[config.mk]
export PLATFORM = sky130hd
export DESIGN_NAME = booth_seq_multiplier
export DESIGN_NICKNAME = d
export VERILOG_FILES = /design/src/rtl/booth_seq_multiplier.sv
export SDC_FILE = /design/constraint.sdc
export NUM_CORES = 1
export LEC_CHECK = 0
export ABC_CLOCK_PERIOD_IN_PS = 4800
export CORE_ASPECT_RATIO = 1.1
export CORE_MARGIN = 4
export CORE_UTILIZATION = 30
export CTS_BUF_LIST = sky130_fd_sc_hd__clkbuf_8
export CTS_CLUSTER_DIAMETER = 30
export DETAILED_ROUTE_END_ITERATION = 10
export PLACE_DENSITY_LB_ADDON = 0.08
export SKIP_CTS_REPAIR_TIMING = 1
export SKIP_LAST_GASP = 1
export SYNTH_ARGS = -nofsm -noshare
export SYNTH_HDL_FRONTEND = slang
export SYNTH_SLANG_ARGS = --single-unit
[constraint.sdc]
create_clock -name clk -period 4.8 [get_ports clk]
set_clock_uncertainty 0.05 [all_clocks]
set_input_delay 0.96 -clock clk [delete_from_list [all_inputs] [get_ports clk]]
set_output_delay 0.96 -clock clk [all_outputs]
set_load 0.02 [all_outputs]
[src/rtl/booth_seq_multiplier.sv]
// Sequential radix-2 Booth multiplier.
// Each clock performs one add/subtract-and-shift step, so a product takes
// WORD_LENGTH clocks after the start edge. A done pulse flags a fresh product,
// which is then held until the next result replaces it.
module booth_seq_multiplier #(
  parameter int WORD_LENGTH = 8
) (
  input  logic                       clk,
  input  logic                       reset,
  input  logic                       start,
  input  logic [WORD_LENGTH-1:0]     multiplicand,
  input  logic [WORD_LENGTH-1:0]     multiplier,
  output logic [2*WORD_LENGTH-1:0]   product,
  output logic                       busy,
  output logic                       done
);

  localparam int CW = $clog2(WORD_LENGTH + 1);
  localparam logic [CW-1:0] LAST_ITER = CW'(WORD_LENGTH - 1);

  typedef enum logic [1:0] {
    ST_IDLE = 2'd0,
    ST_RUN  = 2'd1,
    ST_DONE = 2'd2
  } state_t;

  state_t                      state_q, state_d;
  // A carries one guard bit so that A-M cannot overflow when M is the most
  // negative operand.
  logic [WORD_LENGTH:0]        a_q, a_d;
  logic [WORD_LENGTH:0]        m_q, m_d;
  logic [WORD_LENGTH-1:0]      q_q, q_d;
  logic                        q1_q, q1_d;
  logic [CW-1:0]               count_q, count_d;
  logic [2*WORD_LENGTH-1:0]    product_q, product_d;
  logic                        busy_q, busy_d;
  logic                        done_q, done_d;

  logic [WORD_LENGTH:0]        booth_sum_s;
  logic [WORD_LENGTH:0]        a_shift_s;
  logic [WORD_LENGTH-1:0]      q_shift_s;
  logic                        q1_shift_s;

  // One Booth step: select add/subtract/hold from {Q[0],Q_1}, then shift right arithmetically.
  always_comb begin
    booth_sum_s = a_q;
    case ({q_q[0], q1_q})
      2'b01:   booth_sum_s = a_q + m_q;
      2'b10:   booth_sum_s = a_q - m_q;
      default: booth_sum_s = a_q;
    endcase
    a_shift_s  = {booth_sum_s[WORD_LENGTH], booth_sum_s[WORD_LENGTH:1]};
    q_shift_s  = {booth_sum_s[0], q_q[WORD_LENGTH-1:1]};
    q1_shift_s = q_q[0];
  end

  // Next-state and next-output logic for the IDLE/RUN/DONE sequence.
  always_comb begin
    state_d   = state_q;
    a_d       = a_q;
    m_d       = m_q;
    q_d       = q_q;
    q1_d      = q1_q;
    count_d   = count_q;
    product_d = product_q;
    done_d    = 1'b0;
    case (state_q)
      ST_IDLE: begin
        if (start) begin
          a_d     = {(WORD_LENGTH+1){1'b0}};
          m_d     = {multiplicand[WORD_LENGTH-1], multiplicand};
          q_d     = multiplier;
          q1_d    = 1'b0;
          count_d = {CW{1'b0}};
          state_d = ST_RUN;
        end else begin
          state_d = ST_IDLE;
        end
      end
      ST_RUN: begin
        a_d     = a_shift_s;
        q_d     = q_shift_s;
        q1_d    = q1_shift_s;
        count_d = count_q + CW'(1);
        if (count_q == LAST_ITER) begin
          product_d = {a_shift_s[WORD_LENGTH-1:0], q_shift_s};
          done_d    = 1'b1;
          state_d   = ST_DONE;
        end else begin
          state_d = ST_RUN;
        end
      end
      ST_DONE: begin
        // Start is deliberately ignored here; it must be seen again in IDLE.
        state_d = ST_IDLE;
      end
      default: begin
        state_d = ST_IDLE;
      end
    endcase
    busy_d = (state_d != ST_IDLE);
  end

  // State and datapath registers with synchronous active-low reset.
  always_ff @(posedge clk) begin
    if (!reset) begin
      state_q   <= ST_IDLE;
      a_q       <= {(WORD_LENGTH+1){1'b0}};
      m_q       <= {(WORD_LENGTH+1){1'b0}};
      q_q       <= {WORD_LENGTH{1'b0}};
      q1_q      <= 1'b0;
      count_q   <= {CW{1'b0}};
      product_q <= {(2*WORD_LENGTH){1'b0}};
      busy_q    <= 1'b0;
      done_q    <= 1'b0;
    end else begin
      state_q   <= state_d;
      a_q       <= a_d;
      m_q       <= m_d;
      q_q       <= q_d;
      q1_q      <= q1_d;
      count_q   <= count_d;
      product_q <= product_d;
      busy_q    <= busy_d;
      done_q    <= done_d;
    end
  end

  assign product = product_q;
  assign busy    = busy_q;
  assign done    = done_q;

endmodule
Yosys cells after proc, flatten, opt, wreduce, memory -nomap -nowiden
Cells that the tools add are included.
{"block": "word_totals", "output_inout_bits": 18, "elab_cells": 37, "ff_bits": 50, "input_bits": 19}
{"block": "op_classes", "add_sub_neg": 3, "mux": 13, "reduce_logical": 7, "eq_ne": 5}
{"op": "case mux 9 bit (2 select lines)", "n": 2}
{"op": "case mux 8 bit (2 select lines)", "n": 1}
{"op": "adder 9 bit", "n": 1}
{"op": "2-to-1 mux 9 bit", "n": 1}
{"op": "subtractor 9 bit", "n": 1}
{"op": "2-to-1 mux 8 bit", "n": 1}
{"op": "case mux 4 bit (2 select lines)", "n": 1}
{"op": "AND reduction 2 bit", "n": 4}
{"op": "adder 4 x 1 -> 4 bit, second input constant", "n": 1}
{"op": "== test 2 x 1 -> 1 bit, second input constant", "n": 2}
{"op": "== test 4 x 3 -> 1 bit, second input constant", "n": 1}
{"op": "2-to-1 mux 4 bit", "n": 1}
{"op": "case mux 2 bit (2 select lines)", "n": 1}
{"op": "nonzero test 2 bit", "n": 2}
{"op": "2-to-1 mux 1 bit", "n": 3}
{"op": "== test 2 bit, second input constant", "n": 1}
{"op": "logical NOT 2 bit", "n": 1}
{"op": "2-to-1 mux 2 bit", "n": 1}
{"op": "inequality test 2 bit, second input constant", "n": 1}
{"op": "case mux 1 bit (2 select lines)", "n": 1}

Longest topological paths before layout
{"block": "depth", "ltp_word": 4, "depth_mapped": 11, "depth_no_buf": 10}

Least setup slack after synthesis
Ideal clock, no wire load.
{"block": "synth_timing", "kind": "reg-to-reg", "from": "register q_q[0]", "to": "register a_q[7]", "setup_slack_ns": 2.060, "t_arrival_ns": 2.568, "path_stages_with_launch": 10, "required_time_ns": 4.627, "synth_period_minus_slack_ns": 2.740, "path_buffers": 1, "setup_ns": 0.123, "cell_sequence": "dfxtp_1 > ha_1 > clkbuf_1 > mux2i_1 > fa_1 > a211o_1 > a211o_1 > a2111oi_4 > o31a_1 > mux2i_1"}
{"block": "synth_between", "elab_chain_len": 3}
{"item": "start, declared", "line": "32", "source": "logic [WORD_LENGTH-1:0] q_q, q_d;"}
{"item": "start signal, assigned", "line": "110", "source": "q_q <= {WORD_LENGTH{1'b0}};"}
{"item": "start signal, assigned", "line": "120", "source": "q_q <= q_d;"}
{"item": "== test 2 bit or == test 2 x 1 -> 1 bit (tied branches)", "line": "47", "source": "case ({q_q[0], q1_q})"}
{"item": "case mux 9 bit (2 select lines) (*)", "line": "47"}
{"item": "case mux 9 bit (2 select lines) (*)", "line": "67", "source": "case (state_q)"}
{"item": "end signal, assigned", "line": "108", "source": "a_q <= {(WORD_LENGTH+1){1'b0}};"}
{"item": "end, declared", "line": "30", "source": "logic [WORD_LENGTH:0] a_q, a_d;"}
Mark *: on every way between the ends. The rest lies on a longest branch, timed or not.
A chain may end at the register's enable or synchronous reset.

Final worst setup path
{"block": "layout_timing", "from": "register m_q[0]", "to": "register a_q[7]"}
{"block": "layout_between", "elab_chain_len": 3}
{"item": "start, declared", "line": "31", "source": "logic [WORD_LENGTH:0] m_q, m_d;"}
{"item": "start signal, assigned", "line": "109", "source": "m_q <= {(WORD_LENGTH+1){1'b0}};"}
{"item": "start signal, assigned", "line": "119", "source": "m_q <= m_d;"}
{"item": "subtractor 9 bit or adder 9 bit (tied branches)", "line": "49, 48"}
{"item": "case mux 9 bit (2 select lines) (*)", "line": "47"}
{"item": "case mux 9 bit (2 select lines) (*)", "line": "67"}
Marks and branches as above.

==> impl_metrics.toml <==
[finish]
fill_cells = 909
antenna_cells = 0
postLayoutCoreUtil_pct = 37.8
final_nets = 365
layout-drive-gt1-share_pct = 8.06
area_growth_pct = 20.8

[global_routing]
antenna_found_initial = 0
grt_first_pass_wirelength_mm = 10.7
grtUsageTotal_pct = 12.5
grt_pass1_vias = 2188
grt_max_degree = 47
gr-total-overflow = 0

[clock_network]
cts.sink_count = 49
root_buffer = "clkbuf_8"
cts-htree-levels = 2
cts_tree = "built"
ctsLongestPathBuffers = 2
clkLatencyLatePin_ps = 300
clkTransAtPathRegs_ps = 90
cts_buffers = 5

[worst_setup_path]
crit_fanout = 5
start_kind = "flop"
critPathCaptureType = "flop"
path_class = "reg2reg"
required_ps = 4940
rrSetupSlack_ps = 1950
worst_ep_arrival_time_ps = 2990

[pwr]
p_total_uw = 1050
p_leak_uw = 0.00118
peakVddDrop_mv = 0.162
powerDensity_nw_per_um2 = 326

[detailed_routing]
routed_wl_mm = 6.45
drtIter0Drc = 75
vias = 2207
viasPerCell = 4.95
dr.pass1.iters = 4
drc_errors = 0
drtAntennaViolNets = 0
wire_per_inst_um = 14.5

[floorplanning]
start_util_pct = 31.3
core-area_um2 = 8500
dieHeight_um = 107
chipWidth_um = 97.7
ioPinCount = 37
die_area_um2 = 10400
std_cell_rows = 35

[sta]
max-slew-margin-rel_pct = 54.0
max_freq_mhz = 351
hold_viol_final = 0
setup_tns_ps = 0
rsz0062_at_grt = "no"
tightest_slew_ps = 687
drv_slew = 0
worst_slack_ps = 1950
period_minus_slack_ps = 2850
setup_viol = 0
post-route-period-util_pct = 59.3
hold_ws_ps = 417

[synthesis]
netlist-cell-type-count = 45
synth_area_per_cell_um2 = 8.60
syn_nets = 340
synth_edf_count = 0
synth-seq-cells = 49
yosysSeqAreaShare_pct = 36.9
ys_warn_count = 0
yosys_most_used_dff = "dfxtp_1"
syn_inst = 309
async_reset_ff_share_pct = 0
syn-cell-area_um2 = 2660

[place]
dp_hpwl_mm = 4.75
place_ws_ps = 1910
port_buffers = 36
gp_congestion = 0.809

[worst_hold_path]
hold_class = "reg2reg"

[run]
maxCapViolCount = 0

[run_status]
outcome = "completed"
## per-layer routing
layer,global-route usage (%),wire [um]
met5,0,0
met4,4.06,101
met3,2.34,188
met2,21.5,3200
met1,15.9,2960
## worst max-delay path, cell delays in order, from the launching register on
cell	delay, ps
dfxtp_1	420
inv_1	80
ha_1	260
nor2_1	130
xnor2_1	140
ha_1	310
a211o_1	370
a211o_1	370
a2111oi_4	380
o31a_1	160
mux2i_1	60
## final timing paths
| path | start | end | depth (start not counted) |
|---|---|---|---|
| max | m_q[0] | a_q[7] | 10 |
| min | product[7] | product[7] | 2 |
| max reg2reg | m_q[0] | a_q[7] | 10 |
| min reg2reg | product[7] | product[7] | 2 |
## cells in the final DEF, fill, tap and decap left out, types with 3 or more instances in the layout
cell             instances
clkdlybuf4s50_1         36
clkbuf_8                 5
inv_1                    6
a22oi_1                  4
nor2_1                  17
a21oi_1                 18
and3b_1                  4
nor2b_1                 15
or2_2                    3
nand2_1                 50
a21boi_0                20
o21ai_0                 11
ha_1                    11
a2111oi_0                3
a31oi_1                  4
xnor2_1                  9
nor3_1                   5
and2_1                  10
nand3_1                  4
mux2i_1                  5
nor4_1                   4
o221a_2                  7
o31a_1                   3
dfxtp_1                 49
o21a_1                   5
## sequential cells by signal, summed over array words and instances, names as in the netlist
register	flops
product	16
a_q	8
m_q	8
q_q	8
count_q	4
state_q	2
busy	1
done	1
q1_q	1
## synthesized netlist by cell type, types with 5 or more instances
master | n | area, um^2
a21boi_0 | 20 | 150
nand2_1 | 50 | 188
a21oi_1 | 18 | 90.1
o21ai_0 | 11 | 55.1
dfxtp_1 | 49 | 981
nor2_1 | 17 | 63.8
o21a_1 | 5 | 37.5
inv_1 | 6 | 22.5
o221a_2 | 7 | 78.8
nor3_1 | 5 | 25.0
ha_1 | 11 | 138
and2_1 | 10 | 62.6
xnor2_1 | 9 | 78.8
nor2b_1 | 15 | 93.8
clkbuf_1 | 13 | 48.8
mux2i_1 | 5 | 50.1
## cell type report
cell class | instances | area [um^2] | share of cell area [%]
Multi-Input combinational cell | 235 | 1570 | 48.8
Sequential cell | 49 | 981 | 30.6
Timing Repair Buffer | 37 | 368 | 11.5
Tap cell | 111 | 139 | 4.33
Clock buffer | 5 | 68.8 | 2.14
Clock inverter | 3 | 65.1 | 2.03
Inverter | 6 | 22.5 | 0.702
## where the power goes
group / total, uW / internal, uW / switching (uW)
logic: 258 / 122 / 136
clock network: 349 / 207 / 142
registers: 442 / 422 / 19.2
total: 1050 / 751 / 296
## through the flow
stage / cells / cell area, um^2
after floorplan: 309 / 2660
after global placement: 438 / 3080
after detailed placement: 438 / 3080
after CTS: 446 / 3210
after global routing: 446 / 3210
final: 446 / 3210
## cells by family after synthesis
| family | share of synthesized area (%) |
|---|---|
| AND/OR/NAND/NOR | 21.2 |
| AO/OA/AOI/OAI | 25.8 |
| buffers and inverters | 4.14 |
| multiplexers | 2.73 |
| flip-flops | 36.9 |
| XOR/XNOR | 3.30 |
| adder cells (fa/ha/maj) | 5.93 |
(Power assumes the default switching activity.)
